$ cat config.mk
export PLATFORM = sky130hd
export DESIGN_NAME = if_stage
export DESIGN_NICKNAME = d
export VERILOG_FILES = /design/src/rtl/if_stage.sv
export SDC_FILE = /design/constraint.sdc
export NUM_CORES = 1
export LEC_CHECK = 0
export ABC_CLOCK_PERIOD_IN_PS = 5400
export BUFFER_PORTS_ARGS = -buffer_cell sky130_fd_sc_hd__buf_2
export CAP_MARGIN = 20
export CORE_UTILIZATION = 53
export DETAILED_ROUTE_END_ITERATION = 16
export GPL_TIMING_DRIVEN = 0
export MAX_ROUTING_LAYER = met4
export PLACE_DENSITY = 0.81
export SETUP_SLACK_MARGIN = 0.5
export SLEW_MARGIN = 20
export SYNTH_ARGS = -nofsm -noshare
export SYNTH_HDL_FRONTEND = slang
export SYNTH_SLANG_ARGS = --single-unit
$ cat constraint.sdc
create_clock -name clk -period 5.4 [get_ports clk]
set_input_delay 0 -clock clk [delete_from_list [all_inputs] [get_ports clk]]
set_output_delay 0 -clock clk [all_outputs]
set_load 0.005 [all_outputs]
$ cat src/rtl/if_stage.sv
// Instruction-fetch stage: owns the PC, drives the async-read instruction memory and
// fills the IF/ID register, honouring stall, branch redirect and HALT.
module if_stage #(
    parameter int unsigned      ADDR_W     = 32,
    parameter int unsigned      DATA_W     = 32,
    parameter logic [ADDR_W-1:0] RESET_PC  = '0,
    parameter logic [DATA_W-1:0] NOP_INSTR = 32'h0000_0013,
    parameter logic [DATA_W-1:0] HALT_INSTR = 32'hFFFF_FFFF
) (
    input  logic              clk,
    input  logic              rst,
    input  logic              stall,
    input  logic              branch_taken,
    input  logic [ADDR_W-1:0] branch_target,
    output logic [ADDR_W-1:0] imem_addr,
    input  logic [DATA_W-1:0] imem_rdata,
    output logic [ADDR_W-1:0] if_id_pc,
    output logic [DATA_W-1:0] if_id_instr,
    output logic              if_id_valid,
    output logic              halted,
    output logic [31:0]       fetch_count
);

    typedef enum logic {RUN, HALTED} state_t;

    state_t            state_q, state_d;
    logic [ADDR_W-1:0] pc_q, pc_d;
    logic [ADDR_W-1:0] if_id_pc_q, if_id_pc_d;
    logic [DATA_W-1:0] if_id_instr_q, if_id_instr_d;
    logic              if_id_valid_q, if_id_valid_d;
    logic [31:0]       fetch_count_q, fetch_count_d;

    logic is_halt;
    assign is_halt = (imem_rdata == HALT_INSTR);

    // State register: every flop of the stage, synchronous reset.
    always_ff @(posedge clk) begin
        // NOTE: non-blocking assignments so every flop samples pre-edge values.
        if (rst) begin
            state_q       <= RUN;
            pc_q          <= RESET_PC;
            if_id_pc_q    <= '0;
            if_id_instr_q <= NOP_INSTR;
            if_id_valid_q <= 1'b0;
            fetch_count_q <= '0;
        end else begin
            state_q       <= state_d;
            pc_q          <= pc_d;
            if_id_pc_q    <= if_id_pc_d;
            if_id_instr_q <= if_id_instr_d;
            if_id_valid_q <= if_id_valid_d;
            fetch_count_q <= fetch_count_d;
        end
    end

    // Next-state logic: a redirect always wins and also cancels a wrong-path HALT.
    always_comb begin
        state_d = state_q;
        if (branch_taken)
            state_d = RUN;
        else if (!stall && state_q == RUN && is_halt)
            state_d = HALTED;
    end

    // Datapath next values.
    always_comb begin
        // NOTE: hold defaults first so no path through this block infers a latch.
        pc_d          = pc_q;
        if_id_pc_d    = if_id_pc_q;
        if_id_instr_d = if_id_instr_q;
        if_id_valid_d = if_id_valid_q;
        fetch_count_d = fetch_count_q;
        if (branch_taken) begin
            pc_d          = {branch_target[ADDR_W-1:2], 2'b00};
            if_id_pc_d    = '0;
            if_id_instr_d = NOP_INSTR;
            if_id_valid_d = 1'b0;
        end else if (!stall) begin
            if (state_q == RUN) begin
                if_id_pc_d    = pc_q;
                if_id_instr_d = imem_rdata;
                if_id_valid_d = 1'b1;
                fetch_count_d = fetch_count_q + 32'd1;
                // PC parks on the HALT word so a later redirect is the only way on.
                if (!is_halt)
                    pc_d = pc_q + ADDR_W'(4);
            end else begin
                if_id_pc_d    = '0;
                if_id_instr_d = NOP_INSTR;
                if_id_valid_d = 1'b0;
            end
        end
    end

    // Output logic.
    always_comb begin
        halted      = (state_q == HALTED);
        imem_addr   = pc_q;
        if_id_pc    = if_id_pc_q;
        if_id_instr = if_id_instr_q;
        if_id_valid = if_id_valid_q;
        fetch_count = fetch_count_q;
    end

endmodule

==> results of run 1 <==
[kinds of logic after synthesis]
kind of cell / share of synthesized area, %
mux: 0.368
xor+xnor: 7.24
fa+ha+maj: 0.459
other cells: 0.0689
flops: 46.3
simple gates: 20.3
compound gates: 20.6
buf+inv: 4.73
[stage by stage]
| step | power, uW | setup WS, ns | cells | cell area (um^2) | utilization (%) |
|---|---|---|---|---|---|
| after floorplan | 1100 | 3.11 | 621 | 5460 | - |
| after global placement | 1190 | 2.82 | 944 | 6580 | 66.7 |
| after detailed placement | 1190 | 2.87 | 944 | 6590 | 66.8 |
| after CTS | 2490 | 2.64 | 1044 | 7930 | 80.4 |
| after global routing | 2570 | 2.31 | 1044 | 7930 | 80.4 |
| final | 2500 | 2.47 | 1044 | 7930 | 80.4 |
[worst reg2reg max path, stage by stage, from the launching register on]
cell and delay, ns:
dfxtp_1 0.44, ha_1 0.24, and3_1 0.17, clkbuf_1 0.27, nand2_1 0.19, a2111oi_0 0.50, nor3_1 0.09, a2111oi_0 0.34
dlygate4sd3_1 0.60
[metal layers]
layer,track usage (%),routed length [um],vias to the layer above
li1,-,-,2817
met1,40.7,7120,2939
met2,61.5,9300,363
met3,9.74,1420,103
met4,24.2,1010,0
met5,-,0,-
[worst max path at each step]
| stage | start | endpoint | depth (start not counted) |
|---|---|---|---|
| after detailed placement | halted$_SDFFE_PP0P_ | fetch_count[31]$_SDFFE_PP0P_ | 6 |
| after floorplan | fetch_count[13]$_SDFFE_PP0P_ | fetch_count[31]$_SDFFE_PP0P_ | 6 |
| after CTS | stall | imem_addr[6]$_SDFFE_PP0P_ | 9 |
| after global routing | stall | imem_addr[6]$_SDFFE_PP0P_ | 9 |
| final | stall | imem_addr[6]$_SDFFE_PP0P_ | 9 |
| after global placement | imem_rdata[15] | imem_addr[4]$_SDFFE_PP0P_ | 6 |
[area by class of cell]
| cell class | count | area (um^2) |
|---|---|---|
| multi-input cells | 431 | 2690 |
| flip-flops and latches | 126 | 2520 |
| fillers | 644 | 1940 |
| repair buffers | 258 | 1630 |
| clock buffers | 18 | 418 |
| clock inverters | 14 | 241 |
| plain buffers | 50 | 205 |
| well taps | 133 | 166 |
| inverters | 14 | 52.6 |
[power by group]
part	internal (uW)	total, uW	switching [uW]
clock network	844	1270	429
registers	960	995	35.6
logic	114	232	118
[placed cells by master, fill, tap and decap left out, types with 3 or more instances in the layout]
cell	n
buf_2	192
dfxtp_1	126
nor2_1	95
dlygate4sd3_1	68
a22oi_1	59
clkbuf_1	42
xnor2_1	35
a21oi_1	29
nand2_1	27
nand4_1	22
nand3_1	18
a2111oi_0	18
o21bai_1	17
clkbuf_16	16
inv_1	14
a211oi_1	14
nor4_1	12
xor2_1	10
and4_1	9
and3_1	7
nor3_1	7
bufinv_16	6
o21ai_0	5
or3_1	5
clkinv_4	5
or2_2	4
o22ai_1	4
buf_4	4
conb_1	4
a21o_1	3
buf_1	3
[what timing repair did]
item                      in CTS  in global routing
hold buffers                  68                  0
hold endpoints to repair      64                  0
buffers inserted               0                  0
resized for setup              0                  0
[flip-flops by register name, summed over array words and instances (netlist names)]
| signal | flops |
|---|---|
| if_id_valid | 1 |
| if_id_pc | 30 |
| imem_addr | 30 |
| halted | 1 |
| fetch_count | 32 |
| if_id_instr | 32 |
==> flow_metrics.py, run 1 <==
metrics = {
    "global_routing": {
        "grt_usage_pct": 37.7,
        "antenna_found_initial": 0,
        "grt_pass1_wl_um": 29200,
        "grt_max_degree": 17,
        "grt_overflow": 0,
        "first_global_vias": 5924,
    },
    "hold_path": {
        "holdPathEnd": "fetch_count[2]$_SDFFE_PP0P_",
        "holdPathStages": 5,
        "hold_path_class": "in2reg",
        "min-delay-start": "branch_taken",
    },
    "yosys": {
        "ys_dominant_reg_cell": "dfxtp_1",
        "synth.area.top_cells": "dfxtp_1, a22oi_1, nor2_1",
        "synth_edf_count": 0,
        "syn_inst": 618,
        "ys_seq_area_share_pct": 46.3,
        "synth_top_area_share_pct": 46.3,
        "yosys.area.top_type": "dfxtp_1",
        "async_flop_share_pct": 0,
        "yosysMostFrequentCell": "dfxtp_1",
        "syn_area_um2": 5450,
        "synth-seq-cells": 126,
        "synth_warnings": 0,
        "avgSynthCellArea_um2": 8.81,
        "yosysUniqueCellTypes": 45,
        "synthTopCellsByCount": "dfxtp_1, nor2_1, a22oi_1, clkbuf_1, xnor2_1",
    },
    "drt": {
        "ant_nets": 0,
        "routed_via_density": 5.96,
        "avgRoutedWirePerCell_um": 18.1,
        "post-route-drc-count": 0,
        "drtPass1Iterations": 5,
        "routed_wl_um": 18800,
        "drtIter0Drc": 449,
        "vias": 6222,
    },
    "timing": {
        "slew_headroom_pct": 32.7,
        "finalHoldViolations": 0,
        "drv_slew": 0,
        "min_period_ns": 2.93,
        "worstMarginPinSlew_ns": 0.984,
        "fin_hold_ws_ns": 0.0962,
        "max_freq_ghz": 0.341,
        "fin_worst_skew_ns": 0.00570,
        "finalSetupViolations": 0,
        "rsz0062_at_grt": "no",
        "setup_tns_ns": 0,
        "finalCritPeriodShare_pct": 54.3,
    },
    "floorplanning": {
        "initial_core_util_pct": 55.2,
        "die_w_um": 103,
        "core-area_um2": 9860,
        "io_pins": 198,
        "die_area_um2": 10700,
        "rows": 36,
        "die_h_um": 103,
    },
    "critical_path": {
        "cp_cell_sequence": "dlygate4sd3_1, buf_2, clkbuf_1, or2_2, clkbuf_1, a21oi_1, a211oi_1, a2111oi_0, dlygate4sd3_1",
        "critical_path_buf_inv_count": 5,
        "worstSetupEndpointType": "flop",
        "worstPathArrival_ns": 3.41,
        "critPathLaunchType": "input port",
        "cp_top_family": "buffers and inverters",
        "slowest_stage": "a21oi_1",
        "worstReg2RegStart": "imem_addr[3]$_SDFFE_PP0P_",
        "max_stage_delay_ns": 0.66,
        "crit_type": "in2reg",
        "r2r_end": "imem_addr[16]$_SDFFE_PP0P_",
        "reg2regPathDepth": 8,
        "reg2reg_setup_slack_ns": 2.52,
        "cp_max_fo": 10,
        "crit_required_ns": 5.88,
    },
    "clocking": {
        "cts_max_level": 4,
        "clkTransAtPathRegs_ns": 0.06,
        "clk_latency_ns": 0.54,
        "cts_num_sinks": 126,
        "cts_made_buffers": 17,
        "cts_root_buffer": "clkbuf_8",
        "ctsLongestPathBuffers": 2,
        "cts_tree": "yes",
    },
    "run_status": {
        "status": "finished clean",
    },
    "run": {
        "maxCapViolations": 0,
    },
    "finish": {
        "drive_above_1_share_pct": 26.2,
        "syn_to_final_growth_pct": 45.6,
        "antennaDiodeCount": 0,
        "final_nets": 968,
    },
    "placement": {
        "gp_congestion": 0.897,
        "dp_hpwl_um": 11800,
        "numPortBuffers": 190,
    },
    "power": {
        "power_density_nw_per_um2": 315,
        "peakVddDrop_v": 0.000222,
        "p_leak_uw": 0.00330,
    },
}
No activity file was read; power rests on OpenSTA's default activity.
==> run 2: changes to the inputs <==
ABC_AREA = 1   (was unset)
ABC_CLOCK_PERIOD_IN_PS = 2850   (was 5400)
CORE_UTILIZATION = 51   (was 53)
PLACE_DENSITY = 0.76   (was 0.81)
clock period = 2.85 ns   (was 5.4 ns; I/O delays follow)
==> run 2 against run 1 <==
  * Register-to-register slack got worse by 1.6 ns
  * Highest routed layer unchanged
  * Clock skew is 0.00096 ns higher
  * Critical path type is now reg2reg
  * Clock power is 73% higher
  * Critical path depth increased by 1
==> flow_metrics.py, run 2 <==
metrics = {
    "critical_path": {
        "critPathLaunchType": "flop",
        "cp_top_family": "simple AND/OR/NAND/NOR gates",
        "cp.depth": 10,
        "worstSetupEndpointType": "flop",
        "crit_type": "reg2reg",
        "crit_required_ns": 3.17,
        "slowest_stage": "dfxtp_1",
        "cp_cell_sequence": "ha_1, nand2_1, nor2_2, nand2_2, nor2_1, nand3_1, nand2_1, nor2_1, nor2_1, nor2_1",
        "worstPathArrival_ns": 2.25,
        "cp_max_fo": 7,
        "cpMostUsedCell": "nor2_1",
        "max_stage_delay_ns": 0.42,
        "reg2regPathDepth": 10,
        "critical_path_buf_inv_count": 0,
    },
    "power": {
        "p_leak_uw": 0.00400,
        "power_density_nw_per_um2": 535,
        "p_comb_share_pct": 11.2,
        "power_frac_clock_pct": 47.6,
        "p_sw_share_pct": 24.5,
        "p_seq_share_pct": 41.2,
        "switchingPower_uw": 1130,
        "cellInternalPower_uw": 3490,
        "peakVddDrop_v": 0.000324,
    },
    "finish": {
        "finalNonFillerCells": 1445,
        "fillers": 1014,
        "final_nets": 1356,
        "syn_to_final_growth_pct": 38.0,
        "register_area_um2": 2520,
        "drive_above_1_share_pct": 19.0,
        "final_cell_mix": "nand2_1, buf_2, nor2_1, dfxtp_1, a21oi_1",
        "multi_input_area_um2": 3270,
        "antennaDiodeCount": 0,
        "final_common_cell": "nand2_1",
    },
    "drt": {
        "vias": 7296,
        "avgRoutedWirePerCell_um": 13.7,
        "routed_wl_um": 19800,
        "ant_nets": 0,
        "routed_via_density": 5.05,
        "drtIter0Drc": 670,
        "post-route-drc-count": 0,
        "drtPass1Iterations": 7,
    },
    "clocking": {
        "cts_made_buffers": 17,
        "clk_latency_ns": 0.42,
        "cts_root_buffer": "clkbuf_16",
        "ctsResizeCount": 0,
        "clkTransAtPathRegs_ns": 0.06,
        "post_cts_buffers": 0,
        "cts_max_level": 4,
        "cts_tree": "yes",
        "cts_num_sinks": 126,
        "ctsLongestPathBuffers": 2,
    },
    "yosys": {
        "synth_warnings": 0,
        "async_flop_share_pct": 0,
        "synthTopCellsByCount": "nand2_1, nor2_1, dfxtp_1, a21oi_1, inv_1",
        "syn_area_um2": 6260,
        "ys_dominant_reg_cell": "dfxtp_1",
        "synth_edf_count": 0,
        "yosysMostFrequentCell": "nand2_1",
        "synth-seq-cells": 126,
        "synth_top_area_share_pct": 40.3,
        "yosysUniqueCellTypes": 33,
        "ys_seq_area_share_pct": 40.3,
        "avgSynthCellArea_um2": 6.20,
        "yosys.area.top_type": "dfxtp_1",
        "syn_inst": 1010,
        "synth.area.top_cells": "dfxtp_1, nand2_1, nor2_1",
    },
    "timing": {
        "finalSetupViolations": 0,
        "slew_headroom_pct": 57.0,
        "min_period_ns": 1.94,
        "drv_slew": 0,
        "setup_tns_ns": 0,
        "finalHoldViolations": 0,
        "worstMarginPinSlew_ns": 0.644,
        "finalCritPeriodShare_pct": 67.9,
        "max_freq_ghz": 0.516,
        "fin_worst_skew_ns": 0.00666,
        "rsz0062_at_grt": "no",
    },
    "hold_path": {
        "hold_path_class": "in2reg",
        "holdPathStages": 5,
    },
    "floorplanning": {
        "rows": 40,
        "io_pins": 198,
        "die_area_um2": 12700,
        "core-area_um2": 12000,
        "initial_core_util_pct": 52.3,
        "die_w_um": 113,
        "die_h_um": 113,
    },
    "run": {
        "maxCapViolations": 0,
    },
    "placement": {
        "dp_hpwl_um": 13800,
        "place_inst": 1350,
        "numPortBuffers": 190,
        "gp_congestion": 0.945,
    },
    "global_routing": {
        "grt_usage_pct": 32.6,
        "grtUsageMet3_pct": 7.61,
        "grt_pass1_wl_um": 31600,
        "grt-busiest-layer": "met2",
        "antenna_found_initial": 0,
        "grt_overflow": 0,
        "grt_max_degree": 17,
        "first_global_vias": 6494,
        "grtUsageMet1_pct": 40.8,
        "grt_use_met2_pct": 51.2,
    },
    "run_status": {
        "status": "finished clean",
    },
}
[run 2: logic make-up after synthesis]
family	Yosys count	synth area share, %
simple gates	636	41.1
xor+xnor	4	0.560
flops	126	40.3
buf+inv	120	7.68
fa+ha+maj	2	0.400
compound gates	121	9.86
other cells	1	0.0599
[run 2: what timing repair did]
item | in CTS | in global routing
endpoints found under the hold margin | 65 | 0
setup endpoints to repair | 0 | 0
hold buffers | 64 | 0
[run 2: power by group through the flow]
stage	logic [uW]	registers, uW	clock network [uW]
final	519	1900	2200
after global routing	579	1910	2300
after CTS	511	1900	2220
after detailed placement	440	1930	0
after global placement	437	1930	0
after floorplan	254	1920	0
[run 2: worst register-to-register path: cells and delay by family, from the launching register on]
kind	cells	cell delay, ns
adders and majority gates	1	0.23
DFF	1	0.42
and+or+nand+nor	9	1.18
[run 2: per-layer routing]
metal	share of wire (%)	vias to the layer above
met5	0	-
met4	2.5	0
met3	7.4	41
met2	46	288
met1	44	3249
li1	-	3718
[run 2: final timing paths]
| kind | from | end | slack [ns] |
|---|---|---|---|
| max | imem_addr[3]$_SDFFE_PP0P_ | imem_addr[30]$_SDFFE_PP0P_ | 0.91 |
| min | branch_target[10] | imem_addr[10]$_SDFFE_PP0P_ | 0.01 |
| max reg2reg | imem_addr[3]$_SDFFE_PP0P_ | imem_addr[30]$_SDFFE_PP0P_ | 0.91 |
| min reg2reg | if_id_instr[9]$_SDFFE_PP0N_ | if_id_instr[9]$_SDFFE_PP0N_ | 0.46 |
[run 2: final cells by class]
type / instances / share of cell area [%]
Buffer: 42 / 2.14
Clock inverter: 7 / 1.27
Tap cell: 147 / 2.13
Sequential cell: 126 / 29.2
Multi-Input combinational cell: 767 / 37.8
Clock buffer: 24 / 5.58
Timing Repair Buffer: 254 / 18.4
Inverter: 78 / 3.42
[run 2: per-stage QoR]
| step | hold WS, ns | utilization, % | worst slack, ns | cell area (um^2) | total power [uW] |
|---|---|---|---|---|---|
| 5_1_grt | 0.0391 | 72.2 | 0.687 | 8640 | 4780 |
| 6_report | 0.0149 | 72.2 | 0.914 | 8640 | 4620 |
| 3_5_place_dp | 0.251 | 61.9 | 0.949 | 7400 | 2370 |
| 3_3_place_gp | 0.248 | 61.9 | 0.973 | 7400 | 2370 |
| 2_1_floorplan | 0.0715 | - | 1.30 | 6270 | 2170 |
| 4_1_cts | 0.00352 | 72.2 | 0.933 | 8640 | 4630 |
==> run 3: changes to the inputs <==
ABC_CLOCK_PERIOD_IN_PS = 1700   (was 2850)
CORE_UTILIZATION = 46   (was 51)
PLACE_DENSITY = 0.72   (was 0.76)
clock period = 1.7 ns   (was 2.85 ns; I/O delays follow)
==> run 3 against run 2 <==
  * Design area is 23% higher
  * Utilization is 8.2 points higher
  * The flow now finishes with violations (setup timing)
  * Largest power group unchanged
  * Non-clock buffer count is 92 higher
  * Total power is 72% higher
  * Final cell count is 8.4% higher
  * Critical path type unchanged
  * Via count is 13% higher
==> flow_metrics.py, run 3 (synthesized netlist as in run 2, its figures left out) <==
metrics = {
    "critical_path": {
        "crit_required_ns": 2.02,
        "reg2reg_setup_slack_ns": -0.08,
        "r2r_end": "imem_addr[12]$_SDFFE_PP0P_",
        "crit_type": "reg2reg",
        "worstSetupEndpointType": "flop",
        "crit_start": "imem_addr[5]$_SDFFE_PP0P_",
        "cp_max_fo": 7,
        "worstReg2RegStart": "imem_addr[5]$_SDFFE_PP0P_",
        "critPathLaunchType": "flop",
        "cp-endpoint": "imem_addr[12]$_SDFFE_PP0P_",
        "reg2regPathDepth": 9,
        "worstPathArrival_ns": 2.10,
    },
    "finish": {
        "antennaDiodeCount": 0,
        "finalNonFillerCells": 1566,
        "final_common_cell": "nand2_1",
        "final_nets": 1448,
        "drive_above_1_share_pct": 38.9,
        "syn_to_final_growth_pct": 70.2,
        "final_cell_mix": "nand2_1, buf_2, nor2_1, dfxtp_1, a21oi_1",
    },
    "power": {
        "p_sw_share_pct": 26.8,
        "power_density_nw_per_um2": 746,
        "p_leak_uw": 0.00489,
        "power_frac_clock_pct": 45.2,
        "peakVddDrop_v": 0.000740,
        "p_comb_share_pct": 14.7,
        "switchingPower_uw": 2130,
        "cellInternalPower_uw": 5820,
        "p_seq_share_pct": 40.2,
    },
    "drt": {
        "ant_nets": 0,
        "post-route-drc-count": 0,
        "drtPass1Iterations": 6,
        "routed_via_density": 5.28,
        "routed_wl_um": 25900,
        "drtIter0Drc": 704,
        "vias": 8276,
        "avgRoutedWirePerCell_um": 16.5,
    },
    "timing": {
        "finalSetupViolations": 1,
        "fin_worst_skew_ns": 0.0104,
        "finalCritPeriodShare_pct": 105,
        "slew_headroom_pct": 53.6,
        "setup_ws_ns": -0.0827,
        "finalHoldViolations": 0,
        "worstMarginPinSlew_ns": 0.696,
        "drv_slew": 0,
        "min_period_ns": 1.78,
        "max_freq_ghz": 0.561,
        "rsz0062_at_grt": "yes",
    },
    "run_status": {
        "violations": "setup timing",
        "status": "finished with violations",
    },
    "placement": {
        "numPortBuffers": 190,
        "place_inst": 1379,
        "dp_hpwl_um": 14200,
        "gp_congestion": 0.923,
        "pre_cts_slack_ns": 0.114,
    },
    "run": {
        "maxCapViolations": 0,
    },
    "clocking": {
        "cts_root_buffer": "clkbuf_16",
        "cts_tree": "yes",
        "ctsLongestPathBuffers": 2,
        "cts_num_sinks": 126,
        "clk_latency_ns": 0.43,
        "cts_max_level": 4,
        "clkTransAtPathRegs_ns": 0.06,
        "cts_made_buffers": 17,
    },
    "global_routing": {
        "grt_usage_pct": 32.8,
        "grt-busiest-layer": "met2",
        "grt_max_degree": 17,
        "grt_pass1_wl_um": 35600,
        "first_global_vias": 7284,
        "grtUsageMet1_pct": 40.2,
        "grtUsageMet3_pct": 8.16,
        "antenna_found_initial": 0,
        "grt_overflow": 0,
        "grt_use_met2_pct": 52.4,
    },
    "floorplanning": {
        "die_h_um": 119,
        "rows": 42,
        "die_area_um2": 14100,
        "initial_core_util_pct": 47.3,
        "die_w_um": 119,
        "io_pins": 198,
        "core-area_um2": 13200,
    },
    "hold_path": {
        "hold_path_class": "in2reg",
    },
}
## run 3: how the worst min path moves through the flow
| stage | cells past startpoint | startpoint | to | slack [ns] |
|---|---|---|---|---|
| CTS | 7 | imem_rdata[17] | halted$_SDFFE_PP0P_ | 0.03 |
| finish | 5 | branch_target[10] | imem_addr[10]$_SDFFE_PP0P_ | 0.04 |
| global placement | 3 | imem_rdata[1] | if_id_instr[1]$_SDFFE_PP1N_ | 0.25 |
| global route | 5 | branch_target[10] | imem_addr[10]$_SDFFE_PP0P_ | 0.08 |
| detailed placement | 3 | imem_rdata[4] | if_id_instr[4]$_SDFFE_PP1N_ | 0.25 |
| floorplan | 1 | rst | fetch_count[9]$_SDFFE_PP0P_ | 0.06 |
## run 3: layout make-up
type,instances,area (um^2)
multi-input combinational,767,4040
sequential,126,2630
fill,888,2590
timing repair buffer,346,2560
clock buffer,21,460
inverter,78,333
buffer,42,283
tap,176,220
clock inverter,10,114
## run 3: per-layer routing
metal  vias to the layer above  part of all wire, %
li1                       3922                    -
met1                      3784                   40
met2                       468                   47
met3                       102                  8.6
met4                         0                  4.5
met5                         -                    0
## run 3: metrics by stage
step                      cell area [um^2]  power (uW)  setup TNS (ns)  util [%]  hold slack [ns]
after floorplan                       6500        3660               0         -           0.0650
after global placement                7680        4000               0      58.0            0.249
after detailed placement              7680        4000               0      58.0            0.247
after CTS                             9660        7760               0      72.9           0.0250
after global routing                 10600        8200          -0.124      80.4           0.0754
final                                10600        7940         -0.0827      80.4           0.0353
## run 3: critical path, cell delays in order (launching register included)
cell,delay [ns]
dfxtp_2,0.43
inv_1,0.12
nor2_4,0.19
nand2_4,0.14
nor2_4,0.24
nand2_1,0.13
nand3_1,0.14
nand2_1,0.11
nor2_1,0.13
nor2_1,0.06
## run 3: what timing repair did
item,in CTS,in global routing
pin swaps,55,75
gates cloned,2,5
setup endpoints to repair,107,103
hold endpoints to repair,65,0
buffers inserted,43,43
hold buffers,63,0
gates resized for setup,123,169
## run 3: power groups by stage
stage                     clock, uW  combinational, uW  sequential [uW]
after detailed placement          0                750             3250
after global routing           3740               1260             3200
after floorplan                   0                437             3230
after global placement            0                746             3250
after CTS                      3600                983             3180
final                          3590               1160             3190
